===== src/rtl/mem_stage.sv =====
`default_nettype none
// ============================================================================
// Module   : mem_stage
// Purpose  : Pipeline MEM stage between EX and write-back. It accepts one
//            instruction from EX and performs at most one data-memory access
//            (load/store, byte/half/word). It then hands {regData, regAddr,
//            regW} to WB. Non-memory instructions pass through with one
//            cycle of latency and no bubbles.
// Ports    : clk, rst (async, active-high)
//            ex_to_mem_bus/valid, mem_to_ex_ready      - EX side handshake
//            mem_to_wb_bus/valid, wb_to_mem_ready      - WB side handshake
//            dmem_req_* / dmem_rsp_*                   - data memory port
//            misalign_err                              - one-cycle pulse
// Revision : 1.0 - initial release
// ============================================================================
module mem_stage #(
    parameter int ADDR_WIDTH = 5,
    parameter int DATA_WIDTH = 32
) (
    input  logic                                  clk,
    input  logic                                  rst,
    input  logic [2*DATA_WIDTH+ADDR_WIDTH+5:0]    ex_to_mem_bus,
    input  logic                                  ex_to_mem_valid,
    output logic                                  mem_to_ex_ready,
    output logic [DATA_WIDTH+ADDR_WIDTH:0]        mem_to_wb_bus,
    output logic                                  mem_to_wb_valid,
    input  logic                                  wb_to_mem_ready,
    output logic                                  dmem_req_valid,
    input  logic                                  dmem_req_ready,
    output logic                                  dmem_req_wen,
    output logic [DATA_WIDTH-1:0]                 dmem_req_addr,
    output logic [DATA_WIDTH-1:0]                 dmem_req_wdata,
    output logic [3:0]                            dmem_req_wstrb,
    input  logic                                  dmem_rsp_valid,
    input  logic [DATA_WIDTH-1:0]                 dmem_rsp_rdata,
    output logic                                  misalign_err
);

    localparam logic [1:0] c_IDLE = 2'd0;
    localparam logic [1:0] c_REQ  = 2'd1;
    localparam logic [1:0] c_RESP = 2'd2;
    localparam logic [1:0] c_OUT  = 2'd3;

    localparam int c_ALU_LSB = ADDR_WIDTH + 1;
    localparam int c_SD_LSB  = ADDR_WIDTH + 1 + DATA_WIDTH;
    localparam int c_CTL_LSB = ADDR_WIDTH + 1 + 2*DATA_WIDTH;

    // Incoming EX fields
    logic                  w_in_regw;
    logic [ADDR_WIDTH-1:0] w_in_regaddr;
    logic [DATA_WIDTH-1:0] w_in_alu;
    logic [DATA_WIDTH-1:0] w_in_sdata;
    logic                  w_in_memr;
    logic                  w_in_memw;
    logic [1:0]            w_in_size;
    logic                  w_in_uns;
    logic                  w_in_mem;
    logic                  w_in_misalign;
    logic                  w_accept;

    // Latched instruction
    logic [1:0]            r_state;
    logic                  r_regw;
    logic [ADDR_WIDTH-1:0] r_regaddr;
    logic [DATA_WIDTH-1:0] r_regdata;
    logic [DATA_WIDTH-1:0] r_addr;
    logic [DATA_WIDTH-1:0] r_sdata;
    logic                  r_memw;
    logic [1:0]            r_size;
    logic                  r_uns;
    logic                  r_misalign_err;

    logic [4:0]            w_shamt;
    logic [DATA_WIDTH-1:0] w_shifted;
    logic [DATA_WIDTH-1:0] w_load_data;

    assign w_in_regw    = ex_to_mem_bus[0];
    assign w_in_regaddr = ex_to_mem_bus[ADDR_WIDTH:1];
    assign w_in_alu     = ex_to_mem_bus[c_ALU_LSB +: DATA_WIDTH];
    assign w_in_sdata   = ex_to_mem_bus[c_SD_LSB +: DATA_WIDTH];
    assign w_in_memr    = ex_to_mem_bus[c_CTL_LSB];
    assign w_in_memw    = ex_to_mem_bus[c_CTL_LSB+1];
    assign w_in_size    = ex_to_mem_bus[c_CTL_LSB+3:c_CTL_LSB+2];
    assign w_in_uns     = ex_to_mem_bus[c_CTL_LSB+4];
    assign w_in_mem     = w_in_memr | w_in_memw;

    // Size encodings 10 and 11 are both treated as word accesses
    assign w_in_misalign = (w_in_size == 2'b01 && w_in_alu[0]) ||
                           (w_in_size[1] && w_in_alu[1:0] != 2'b00);

    // In OUT the stage can refill in the same cycle WB drains it
    assign mem_to_ex_ready = (r_state == c_IDLE) ||
                             (r_state == c_OUT && wb_to_mem_ready);
    assign w_accept        = ex_to_mem_valid && mem_to_ex_ready;

    assign mem_to_wb_valid = (r_state == c_OUT);
    assign mem_to_wb_bus   = {r_regdata, r_regaddr, r_regw};
    assign misalign_err    = r_misalign_err;

    // Request fields are derived from latched state, so they stay stable
    // for the whole time dmem_req_valid is waiting on dmem_req_ready.
    assign dmem_req_valid = (r_state == c_REQ);
    assign dmem_req_wen   = r_memw;
    assign dmem_req_addr  = {r_addr[DATA_WIDTH-1:2], 2'b00};

    always_comb begin
        dmem_req_wdata = r_sdata;
        dmem_req_wstrb = 4'b0000;
        case (r_size)
            2'b00: begin
                dmem_req_wdata = {4{r_sdata[7:0]}};
                dmem_req_wstrb = 4'b0001 << r_addr[1:0];
            end
            2'b01: begin
                dmem_req_wdata = {2{r_sdata[15:0]}};
                dmem_req_wstrb = 4'b0011 << r_addr[1:0];
            end
            default: begin
                dmem_req_wdata = r_sdata;
                dmem_req_wstrb = 4'b1111;
            end
        endcase
        if (!r_memw) begin
            dmem_req_wstrb = 4'b0000;
        end
    end

    // Move the addressed lane down to bit 0, then extend
    assign w_shamt   = {r_addr[1:0], 3'b000};
    assign w_shifted = dmem_rsp_rdata >> w_shamt;

    always_comb begin
        w_load_data = w_shifted;
        case (r_size)
            2'b00:   w_load_data = r_uns ? {{(DATA_WIDTH-8){1'b0}}, w_shifted[7:0]}
                                         : {{(DATA_WIDTH-8){w_shifted[7]}}, w_shifted[7:0]};
            2'b01:   w_load_data = r_uns ? {{(DATA_WIDTH-16){1'b0}}, w_shifted[15:0]}
                                         : {{(DATA_WIDTH-16){w_shifted[15]}}, w_shifted[15:0]};
            default: w_load_data = w_shifted;
        endcase
    end

    always_ff @(posedge clk or posedge rst) begin
        if (rst) begin
            r_state        <= c_IDLE;
            r_regw         <= 1'b0;
            r_regaddr      <= '0;
            r_regdata      <= '0;
            r_addr         <= '0;
            r_sdata        <= '0;
            r_memw         <= 1'b0;
            r_size         <= 2'b00;
            r_uns          <= 1'b0;
            r_misalign_err <= 1'b0;
        end else begin
            r_misalign_err <= 1'b0;
            if (w_accept) begin
                r_regaddr <= w_in_regaddr;
                r_regdata <= w_in_alu;
                r_addr    <= w_in_alu;
                r_sdata   <= w_in_sdata;
                r_memw    <= w_in_memw;
                r_size    <= w_in_size;
                r_uns     <= w_in_uns;
                if (w_in_mem && w_in_misalign) begin
                    // Drop the access; WB sees the address with no write
                    r_regw         <= 1'b0;
                    r_misalign_err <= 1'b1;
                    r_state        <= c_OUT;
                end else if (w_in_mem) begin
                    r_regw  <= w_in_regw;
                    r_state <= c_REQ;
                end else begin
                    r_regw  <= w_in_regw;
                    r_state <= c_OUT;
                end
            end else begin
                case (r_state)
                    c_REQ: begin
                        if (dmem_req_ready) begin
                            r_state <= c_RESP;
                        end
                    end
                    c_RESP: begin
                        if (dmem_rsp_valid) begin
                            if (r_memw) begin
                                r_regw <= 1'b0;
                            end else begin
                                r_regdata <= w_load_data;
                            end
                            r_state <= c_OUT;
                        end
                    end
                    c_OUT: begin
                        if (wb_to_mem_ready) begin
                            r_state <= c_IDLE;
                        end
                    end
                    default: r_state <= c_IDLE;
                endcase
            end
        end
    end

endmodule
`default_nettype wire

===== config.mk =====
export PLATFORM = sky130hd
export DESIGN_NAME = mem_stage
export DESIGN_NICKNAME = d
export VERILOG_FILES = /design/src/rtl/mem_stage.sv
export SDC_FILE = /design/constraint.sdc
export NUM_CORES = 1
export LEC_CHECK = 0
export CAP_MARGIN = 5
export CORE_MARGIN = 5
export CORE_UTILIZATION = 45
export CTS_BUF_LIST = sky130_fd_sc_hd__clkbuf_2
export DETAILED_ROUTE_END_ITERATION = 7
export PLACE_DENSITY = 0.81
export SYNTH_ARGS = -nofsm -noshare
export SYNTH_HDL_FRONTEND = slang
export SYNTH_SLANG_ARGS = --single-unit
export TNS_END_PERCENT = 20

===== constraint.sdc =====
create_clock -name clk -period 4.3 [get_ports clk]
set_clock_uncertainty 0.1 [all_clocks]
set_input_delay 0.43 -clock clk [delete_from_list [all_inputs] [get_ports clk]]
set_output_delay 0.43 -clock clk [all_outputs]
set_load 0.05 [all_outputs]

==> flow_metrics.env, run 1 <==
export IMPL_synth_edff_count=0
export IMPL_ant_nets=0
export IMPL_place_gp_congestion=0.949
export IMPL_die_h_um=123
export IMPL_ctsResizeCount=0
export IMPL_cts_buffers=9
export IMPL_cts_buffer_depth=2
export IMPL_layout_drive_gt1_share=0.0676
export IMPL_crit_required_ns=3.77
export IMPL_synth_compound_area_frac=0.122
export IMPL_fin_ws_ns=0.674
export IMPL_ys_types=41
export IMPL_antenna_found_initial=1
export IMPL_first_pass_iters=5
export IMPL_ys_flop_type="dfrtp_1"
export IMPL_place_inst=985
export IMPL_rsz0062_at_grt="no"
export IMPL_grt_max_degree=105
export IMPL_fmax_mhz=276
export IMPL_timing_hold_violations_final=0
export IMPL_synth_area_leader_cell="dfrtp_1"
export IMPL_hpwlAfterDp_mm=13.4
export IMPL_clkSlewWorstSetupHoldPaths_ns=0.31
export IMPL_ys_seq_elements=109
export IMPL_overflow=0
export IMPL_htree_levels=3
export IMPL_fin_nets=941
export IMPL_critPathCaptureType="output pin"
export IMPL_hold_path_class="in -> reg"
export IMPL_finalSetupViolations=0
export IMPL_wl_mm=18.1
export IMPL_crit_type="reg -> out"
export IMPL_cts_sinks=109
export IMPL_powerDensity_nw_per_um2=941
export IMPL_start_util=0.456
export IMPL_total_power_mw=7.40
export IMPL_coreArea_um2=12500
export IMPL_drt_iter0_drc=382
export IMPL_num_vias=5254
export IMPL_p_leak_nw=3.62
export IMPL_yosysTopAreaCellShare=0.478
export IMPL_layout_min_cycle_time_ns=3.63
export IMPL_worstPathArrival_ns=3.10
export IMPL_synth_top_family_by_area="simple AND/OR/NAND/NOR gates"
export IMPL_grt_use_total=0.238
export IMPL_yosys_area_share_simple=0.226
export IMPL_cts_setup_buffers=0
export IMPL_port_buffers=221
export IMPL_rrSetupSlack_ns=1.29
export IMPL_synth_cell_area_um2=5710
export IMPL_clockRootBuffer="clkbuf_2"
export IMPL_ys_seq_area_frac=0.478
export IMPL_start_kind="register"
export IMPL_slew_headroom=0.207
export IMPL_holdWs_ns=0.216
export IMPL_fin_crit_sh=0.843
export IMPL_worstMarginPinSlew_ns=1.19
export IMPL_vias_per_cell=5.24
export IMPL_drc_errors=0
export IMPL_die_area_um2=15000
export IMPL_clk_latency_ns=0.57
export IMPL_grt_first_pass_wirelength_mm=27.8
export IMPL_tns_ns=0
export IMPL_synthArstFlopShare=1.00
export IMPL_ir_worst_vdd_uv=514
export IMPL_synthAdderAreaFrac=0.00876
export IMPL_stdcell_count=1002
export IMPL_synthTopCellsByArea="dfrtp_1, nand2_1, buf_4, mux2i_1, o21ai_0"
export IMPL_cts_tree="built"
export IMPL_syn_avg_cell_area_um2=8.55
export IMPL_synthTopCellsByCount="nand2_1, dfrtp_1, buf_4"
export IMPL_die_x_um=123
export IMPL_cts_hold_buf=0
export IMPL_row_count=41
export IMPL_drv_slew=0
export IMPL_first_global_vias=5203
export IMPL_layout_area_overhead_vs_synth_pct=37.6
export IMPL_synth_xor_area_frac=0
export IMPL_place_ws_ns=1.35
export IMPL_syn_instance_count=668
export IMPL_status="completed"
export IMPL_synth_most_common_cell="nand2_1"
export IMPL_pin_count=224
export IMPL_yosys_warnings=0
export IMPL_max_cap_violations=0
export IMPL_crit_fanout=16
export IMPL_synthMuxAreaShare=0.0760
export IMPL_wl_per_cell_um=18.1
[layout by cell type (no fill, tap or decap), types with 9 or more instances in the layout]
cell and n:
mux2i_1 24, o21ai_0 40, clkdlybuf4s50_1 221, nor2_1 9, clkbuf_2 10, mux2_2 16
nand2_1 291, a22oi_2 10, dfrtp_1 109, a22oi_1 13
[flip-flops by register name, indices dropped and copies added, names as in the netlist]
register / cells
r_size: 2
r_regw: 1
dmem_req_wen: 1
r_regaddr: 5
r_regdata: 32
r_uns: 1
r_addr: 32
r_sdata: 32
r_state: 2
misalign_err: 1
[final timing paths]
check / start / cells past startpoint / end
hold reg to reg: r_regaddr[2] / 2 / r_regaddr[2]
setup reg to reg: r_size[0] / 4 / r_regdata[29]
hold / removal: ex_to_mem_bus[40] / 3 / r_sdata[2]
min in group asynchronous: rst / 2 / r_sdata[1]
setup / recovery: r_size[0] / 4 / dmem_req_wdata[8]
max in group asynchronous: rst / 3 / r_regdata[10]
[report_power, final]
part           switching [mW]  total, mW  internal [mW]
registers               0.378       1.89           1.51
logic                    3.33       4.97           1.65
clock network           0.342      0.535          0.193
total                    4.05       7.40           3.35
[worst max-delay path, stage by stage, from the launching register on]
cell             delay [ns]
dfrtp_1                0.86
or2_1                  0.63
nand2_1                0.13
nand2_1                0.09
clkdlybuf4s50_1        0.79
[logic make-up (layout without fill, tap and decap cells)]
kind of cell	Yosys count	count (layout)
muxes	41	41
other	1	3
DFF	109	109
and+or+nand+nor	327	327
buffers and inverters	90	250
AOI/OAI and AO/OA	96	96
adders and majority gates	4	4
[layout make-up]
cell class / instances / area [um2]
flip-flops and latches: 109 / 2730
multi-input cells: 470 / 2490
clock inverters: 6 / 87.6
diodes: 1 / 2.50
well taps: 172 / 215
clock buffers: 10 / 50.0
inverters: 7 / 28.8
repair buffers: 227 / 2260
fillers: 1113 / 4660
[metrics by stage]
stage | instance area (um2) | utilization
final | 7860 | 0.628
after floorplan | 5710 | -
after global routing | 7860 | 0.628
after detailed placement | 7720 | 0.617
after CTS | 7860 | 0.628
after global placement | 7720 | 0.617
[layer usage]
layer / GRT usage / up-vias / routed length (um)
li1: - / 2450 / -
met1: 0.306 / 2567 / 7440
met2: 0.402 / 205 / 9050
met3: 0.0382 / 32 / 1120
met4: 0.0945 / 0 / 495
met5: 0 / - / 0
(Power assumes the default switching activity.)
==> run 2: changes to the inputs <==
Clock period 4.3 ns to 3.4 ns, I/O delays scaled along.
==> run 2 against run 1 <==
Worst setup slack got worse by 0.45 ns. Clock power rose by 31%. Sequential cell count did not move. Design area is 0.41% higher. Cell count rose by 0.30%. Combinational power grew 26%. Via count down 0.34%. Wire length down 1.9%. Utilization up 0.26 points. Critical endpoint is now dmem_req_wdata[25]. Global-route usage fell by 0.57 points. Non-clock buffer count is 3 higher.
==> flow_metrics.env, run 2 (synthesized netlist as in run 1, its figures left out) <==
export IMPL_status="completed"
export IMPL_num_vias=5236
export IMPL_p_leak_nw=3.65
export IMPL_clk_latency_ns=0.62
export IMPL_cts_setup_buffers=0
export IMPL_wl_mm=17.8
export IMPL_critPathCaptureType="output pin"
export IMPL_clkSlewWorstSetupHoldPaths_ns=0.29
export IMPL_crit_type="reg -> out"
export IMPL_first_pass_iters=5
export IMPL_grt_max_degree=92
export IMPL_cts_buffers=9
export IMPL_cts_sinks=109
export IMPL_final_cell_mix="nand2_1, clkdlybuf4s50_1, dfrtp_1"
export IMPL_place_gp_congestion=0.884
export IMPL_ctsResizeCount=0
export IMPL_rsz0062_at_grt="no"
export IMPL_ant_nets=0
export IMPL_final_util=0.630
export IMPL_row_count=41
export IMPL_pin_count=224
export IMPL_overflow=0
export IMPL_fmax_mhz=315
export IMPL_hold_path_class="in -> async"
export IMPL_cts_hold_buf=0
export IMPL_layout_drive_gt1_share=0.0841
export IMPL_cts_buffer_depth=2
export IMPL_worstPathArrival_ns=2.73
export IMPL_port_buffers=221
export IMPL_grt_use_total=0.232
export IMPL_htree_levels=3
export IMPL_ir_worst_vdd_uv=586
export IMPL_tns_ns=0
export IMPL_vias_per_cell=5.21
export IMPL_drc_errors=0
export IMPL_layout_min_cycle_time_ns=3.17
export IMPL_clockRootBuffer="clkbuf_2"
export IMPL_die_area_um2=15000
export IMPL_cp_slowest_stage_delay_ns=0.87
export IMPL_powerDensity_nw_per_um2=1190
export IMPL_timing_hold_violations_final=0
export IMPL_drt_iter0_drc=396
export IMPL_antenna_found_initial=1
export IMPL_fillers=1071
export IMPL_crit_required_ns=2.96
export IMPL_finalSetupViolations=0
export IMPL_fin_crit_sh=0.933
export IMPL_max_cap_violations=0
export IMPL_layout_area_overhead_vs_synth_pct=38.2
export IMPL_wl_per_cell_um=17.7
export IMPL_fin_nets=944
export IMPL_die_x_um=123
export IMPL_final_common_cell="nand2_1"
export IMPL_drv_slew=0
export IMPL_hpwlAfterDp_mm=13.2
export IMPL_grt_first_pass_wirelength_mm=27.1
export IMPL_cts_tree="built"
export IMPL_crit_fanout=15
export IMPL_cpMaxStageDelayCell="dfrtp_1"
export IMPL_worstMarginPinSlew_ns=0.934
export IMPL_coreArea_um2=12500
export IMPL_reg_top3="r_addr x32, r_regdata x32, r_sdata x32"
export IMPL_worstPathCellList="mux2i_1, o21ai_0, clkdlybuf4s50_1"
export IMPL_start_kind="register"
export IMPL_slew_headroom=0.378
export IMPL_start_util=0.456
export IMPL_first_global_vias=5216
export IMPL_die_h_um=123
[run 2: cell types whose count changed in the layout (fill, tap and decap cells not counted)]
cell             change
buf_4               +10
clkdlybuf4s50_1      -9
buf_12               +2
clkinvlp_4           +2
clkbuf_2             -1
clkinv_1             -1
clkinv_4             -1
dfrtp_1              -1
dfrtp_2              +1
inv_6                +1
[run 2: cell type report]
| class | instances | area (um2) | share of cell area |
|---|---|---|---|
| clock buffer | 9 | 45.0 | 0.00571 |
| multi-input combinational | 470 | 2490 | 0.316 |
| clock inverter | 7 | 98.8 | 0.0125 |
| inverter | 7 | 28.8 | 0.00365 |
| sequential | 109 | 2730 | 0.346 |
| antenna | 1 | 2.50 | 0.000317 |
| tap | 172 | 215 | 0.0273 |
| timing repair buffer | 230 | 2280 | 0.289 |
[run 2: worst paths after layout]
kind,startpoint,to,slack (ns),depth (start not counted)
setup / recovery,r_size[0],dmem_req_wdata[25],0.23,3
hold reg to reg,r_sdata[16],r_sdata[16],0.41,2
max in group asynchronous,rst,r_addr[11],2.40,3
setup reg to reg,r_state[0],r_regdata[14],1.08,6
min in group clk,ex_to_mem_bus[39],r_sdata[1],0.09,3
hold / removal,rst,r_addr[30],0.09,2
[run 2: through the flow]
stage / hold WS (ns) / setup slack (ns) / total power [mW] / area, um2 / cells
2_1_floorplan: 0.340 / 0.0861 / 6.94 / 5710 / 669
3_3_place_gp: 0.354 / 0.854 / 8.58 / 7740 / 988
3_5_place_dp: 0.360 / 0.818 / 8.71 / 7740 / 988
4_1_cts: 0.0374 / 0.0535 / 9.42 / 7890 / 1004
5_1_grt: 0.0449 / 0.122 / 9.86 / 7890 / 1005
6_report: 0.0906 / 0.228 / 9.37 / 7890 / 1005
[run 2: worst max-delay path: cells and delay by family, from the launching register on]
kind,cells,cell delay (ns)
buffers and inverters,1,0.84
DFF,1,0.87
muxes,1,0.21
AOI/OAI and AO/OA,1,0.21
[run 2: per-layer routing]
layer,up-vias,GRT usage,part of all wire
met5,-,0,0
met4,0,0.121,0.038
met3,51,0.0419,0.065
met2,215,0.373,0.49
met1,2508,0.300,0.41
li1,2462,-,-
[run 2: power breakdown]
part	switching [mW]	leakage [nW]	internal, mW	total [mW]
clock network	0.456	0.0708	0.243	0.699
logic	4.16	2.23	2.08	6.24
registers	0.511	1.35	1.91	2.42
total	5.13	3.65	4.23	9.37
==> run 3: changes to the inputs <==
--- a/config.mk
+++ b/config.mk
@@ -7,8 +7,9 @@
 export LEC_CHECK = 0
+export ABC_AREA = 1
 export CAP_MARGIN = 5
 export CORE_MARGIN = 5
-export CORE_UTILIZATION = 45
+export CORE_UTILIZATION = 50
 export CTS_BUF_LIST = sky130_fd_sc_hd__clkbuf_2
 export DETAILED_ROUTE_END_ITERATION = 7
-export PLACE_DENSITY = 0.81
+export PLACE_DENSITY = 0.88
 export SYNTH_ARGS = -nofsm -noshare
==> constraint.sdc (replaced) <==
create_clock -name clk -period 3.85 [get_ports clk]
set_clock_uncertainty 0.1 [all_clocks]
set_input_delay 0.5775 -clock clk [delete_from_list [all_inputs] [get_ports clk]]
set_output_delay 0.5775 -clock clk [all_outputs]
set_load 0.05 [all_outputs]
==> run 3 against run 2 <==
Synthesized cell count grew 20%. Count of clock-buffer cells in the layout is the same. Worst hold slack improved by 0.17 ns. Die area shrank 3.8%. Utilization rose by 4.7 points. Via count is 7.4% higher. First-iteration DRC count rose by 19%. Register-to-register slack better by 0.36 ns. Sequential share of layout area decreased by 0.90 points. Wire length shrank 2.9%. Non-clock buffer count is 2 lower.
==> flow_metrics.env, run 3 <==
export IMPL_status="completed"
export IMPL_layout_drive_gt1_share=0.0657
export IMPL_hpwlAfterDp_mm=13.1
export IMPL_r2r_end="r_regdata[15]"
export IMPL_die_area_um2=14500
export IMPL_coreArea_um2=12000
export IMPL_final_cell_mix="nand2_1, clkdlybuf4s50_1, o21ai_0"
export IMPL_critical_path_buf_inv_count=3
export IMPL_syn_avg_cell_area_um2=7.59
export IMPL_synthTopCellsByCount="nand2_1, o21ai_0, dfrtp_1"
export IMPL_max_cap_violations=0
export IMPL_cts_buffer_depth=2
export IMPL_synth_compound_area_frac=0.153
export IMPL_yosys_warnings=0
export IMPL_first_global_vias=5328
export IMPL_cts_buffers=9
export IMPL_timing_hold_violations_final=0
export IMPL_cts_sinks=109
export IMPL_cts_setup_buffers=0
export IMPL_synth_cell_area_um2=6090
export IMPL_place_gp_congestion=0.880
export IMPL_synthArstFlopShare=1.00
export IMPL_grt_first_pass_wirelength_mm=27.3
export IMPL_reg_top3="r_addr x32, r_regdata x32, r_sdata x32"
export IMPL_fin_crit_sh=0.925
export IMPL_layout_area_overhead_vs_synth_pct=33.1
export IMPL_ys_seq_area_frac=0.448
export IMPL_die_h_um=120
export IMPL_r2r_start="r_state[0]"
export IMPL_synthTopCellsByArea="dfrtp_1, nand2_1, o21ai_0, buf_4, inv_1"
export IMPL_overflow=0
export IMPL_synthMuxAreaShare=0
export IMPL_layout_min_cycle_time_ns=3.56
export IMPL_row_count=40
export IMPL_wl_per_cell_um=15.6
export IMPL_grt_max_degree=87
export IMPL_ant_nets=0
export IMPL_yosys_area_share_simple=0.238
export IMPL_worstMarginPinSlew_ns=0.776
export IMPL_ys_types=30
export IMPL_cpMaxStageDelayCell="clkdlybuf4s50_1"
export IMPL_htree_levels=3
export IMPL_cp_slowest_stage_delay_ns=0.86
export IMPL_fillers=994
export IMPL_start_kind="register"
export IMPL_port_buffers=221
export IMPL_synth_xor_area_frac=0
export IMPL_grt_use_total=0.238
export IMPL_critPathCaptureType="output pin"
export IMPL_start_util=0.509
export IMPL_clockRootBuffer="clkbuf_2"
export IMPL_tns_ns=0
export IMPL_ys_flop_type="dfrtp_1"
export IMPL_rsz0062_at_grt="no"
export IMPL_clk_latency_ns=0.64
export IMPL_cpLargestDelayFamily="buffers and inverters"
export IMPL_synth_top_family_by_area="simple AND/OR/NAND/NOR gates"
export IMPL_crit_type="reg -> out"
export IMPL_antenna_found_initial=2
export IMPL_fin_nets=1071
export IMPL_drt_iter0_drc=471
export IMPL_synth_most_common_cell="nand2_1"
export IMPL_yosysTopAreaCellShare=0.448
export IMPL_wl_mm=17.2
export IMPL_final_common_cell="nand2_1"
export IMPL_finalSetupViolations=0
export IMPL_crit_required_ns=3.17
export IMPL_num_vias=5621
export IMPL_slew_headroom=0.481
export IMPL_synth_area_leader_cell="dfrtp_1"
export IMPL_cts_hold_buf=0
export IMPL_crit_fanout=21
export IMPL_fmax_mhz=281
export IMPL_ys_seq_elements=109
export IMPL_rrSetupSlack_ns=1.44
export IMPL_pin_count=224
export IMPL_die_x_um=120
export IMPL_synth_edff_count=0
export IMPL_synthAdderAreaFrac=0.00822
export IMPL_first_pass_iters=7
export IMPL_cts_tree="built"
export IMPL_drv_slew=0
export IMPL_vias_per_cell=5.08
export IMPL_crit_path_start="r_size[1]"
export IMPL_reg2regPathDepth=7
export IMPL_clkSlewWorstSetupHoldPaths_ns=0.30
export IMPL_worstPathArrival_ns=2.88
export IMPL_syn_instance_count=802
export IMPL_hold_path_class="in -> async"
export IMPL_drc_errors=0
export IMPL_worstPathCellList="inv_4, nand2_4, inv_1, o21ai_0, a21oi_1, clkdlybuf4s50_1"
==> run 3: cell count changes after synthesis, sizes merged, moves of 16 or more <==
cell,change
a21oi,+30
a22oi,-23
buf,+18
inv,+87
mux2,-16
mux2i,-25
nand2,-40
nand3,+45
nor2,+25
o21ai,+76
==> run 3: timing repair <==
action	in CTS	in global routing
resized for setup	0	1
setup endpoints to repair	0	2
endpoints found under the hold margin	0	0
==> run 3: area by class of cell <==
| type | count | area [um2] | share of cell area |
|---|---|---|---|
| inverters | 94 | 363 | 0.0448 |
| repair buffers | 228 | 2270 | 0.280 |
| multi-input cells | 512 | 2430 | 0.300 |
| well taps | 147 | 184 | 0.0227 |
| diodes | 1 | 2.50 | 0.000309 |
| clock inverters | 7 | 72.6 | 0.00896 |
| flip-flops and latches | 109 | 2730 | 0.337 |
| clock buffers | 9 | 45.0 | 0.00556 |
==> run 3: how the worst max path moves through the flow <==
stage / end / slack, ns / depth (start not counted)
2_1_floorplan: dmem_req_wen / 0.30 / 1
3_3_place_gp: dmem_req_wstrb[2] / 0.92 / 8
3_5_place_dp: dmem_req_wstrb[2] / 0.90 / 8
4_1_cts: dmem_req_wstrb[2] / 0.10 / 8
5_1_grt: dmem_req_wstrb[2] / 0.11 / 8
6_report: dmem_req_wstrb[3] / 0.29 / 6
==> run 3: metal layers <==
metal | vias up | GRT usage | share of wire | wire [um]
met3 | 29 | 0.0580 | 0.073 | 1260
li1 | 2795 | - | - | -
met5 | - | 0 | 0.00041 | 7
met1 | 2607 | 0.310 | 0.42 | 7200
met2 | 188 | 0.391 | 0.48 | 8360
met4 | 2 | 0.0822 | 0.024 | 422
==> run 3: cells by family (layout without fill, tap and decap cells) <==
logic type                 count (synthesis)  in the layout
adders and majority gates                  4              4
buffers and inverters                    182            338
DFF                                      109            109
other                                      1              3
and+or+nand+nor                          337            337
AOI/OAI and AO/OA                        169            169
==> run 3: per-stage QoR <==
| step | util | cell area, um2 | hold WS (ns) | worst slack [ns] | instances |
|---|---|---|---|---|---|
| 4_1_cts | 0.677 | 8100 | 0.224 | 0.101 | 1106 |
| 6_report | 0.677 | 8100 | 0.261 | 0.290 | 1107 |
| 5_1_grt | 0.677 | 8100 | 0.262 | 0.112 | 1107 |
| 3_5_place_dp | 0.667 | 7980 | 0.366 | 0.897 | 1090 |
| 2_1_floorplan | - | 6090 | 0.349 | 0.299 | 803 |
| 3_3_place_gp | 0.667 | 7980 | 0.363 | 0.916 | 1090 |
Power of run 3 is not shown: default switching activity piles up to over one toggle a cycle in this logic, so the estimate is an artifact.
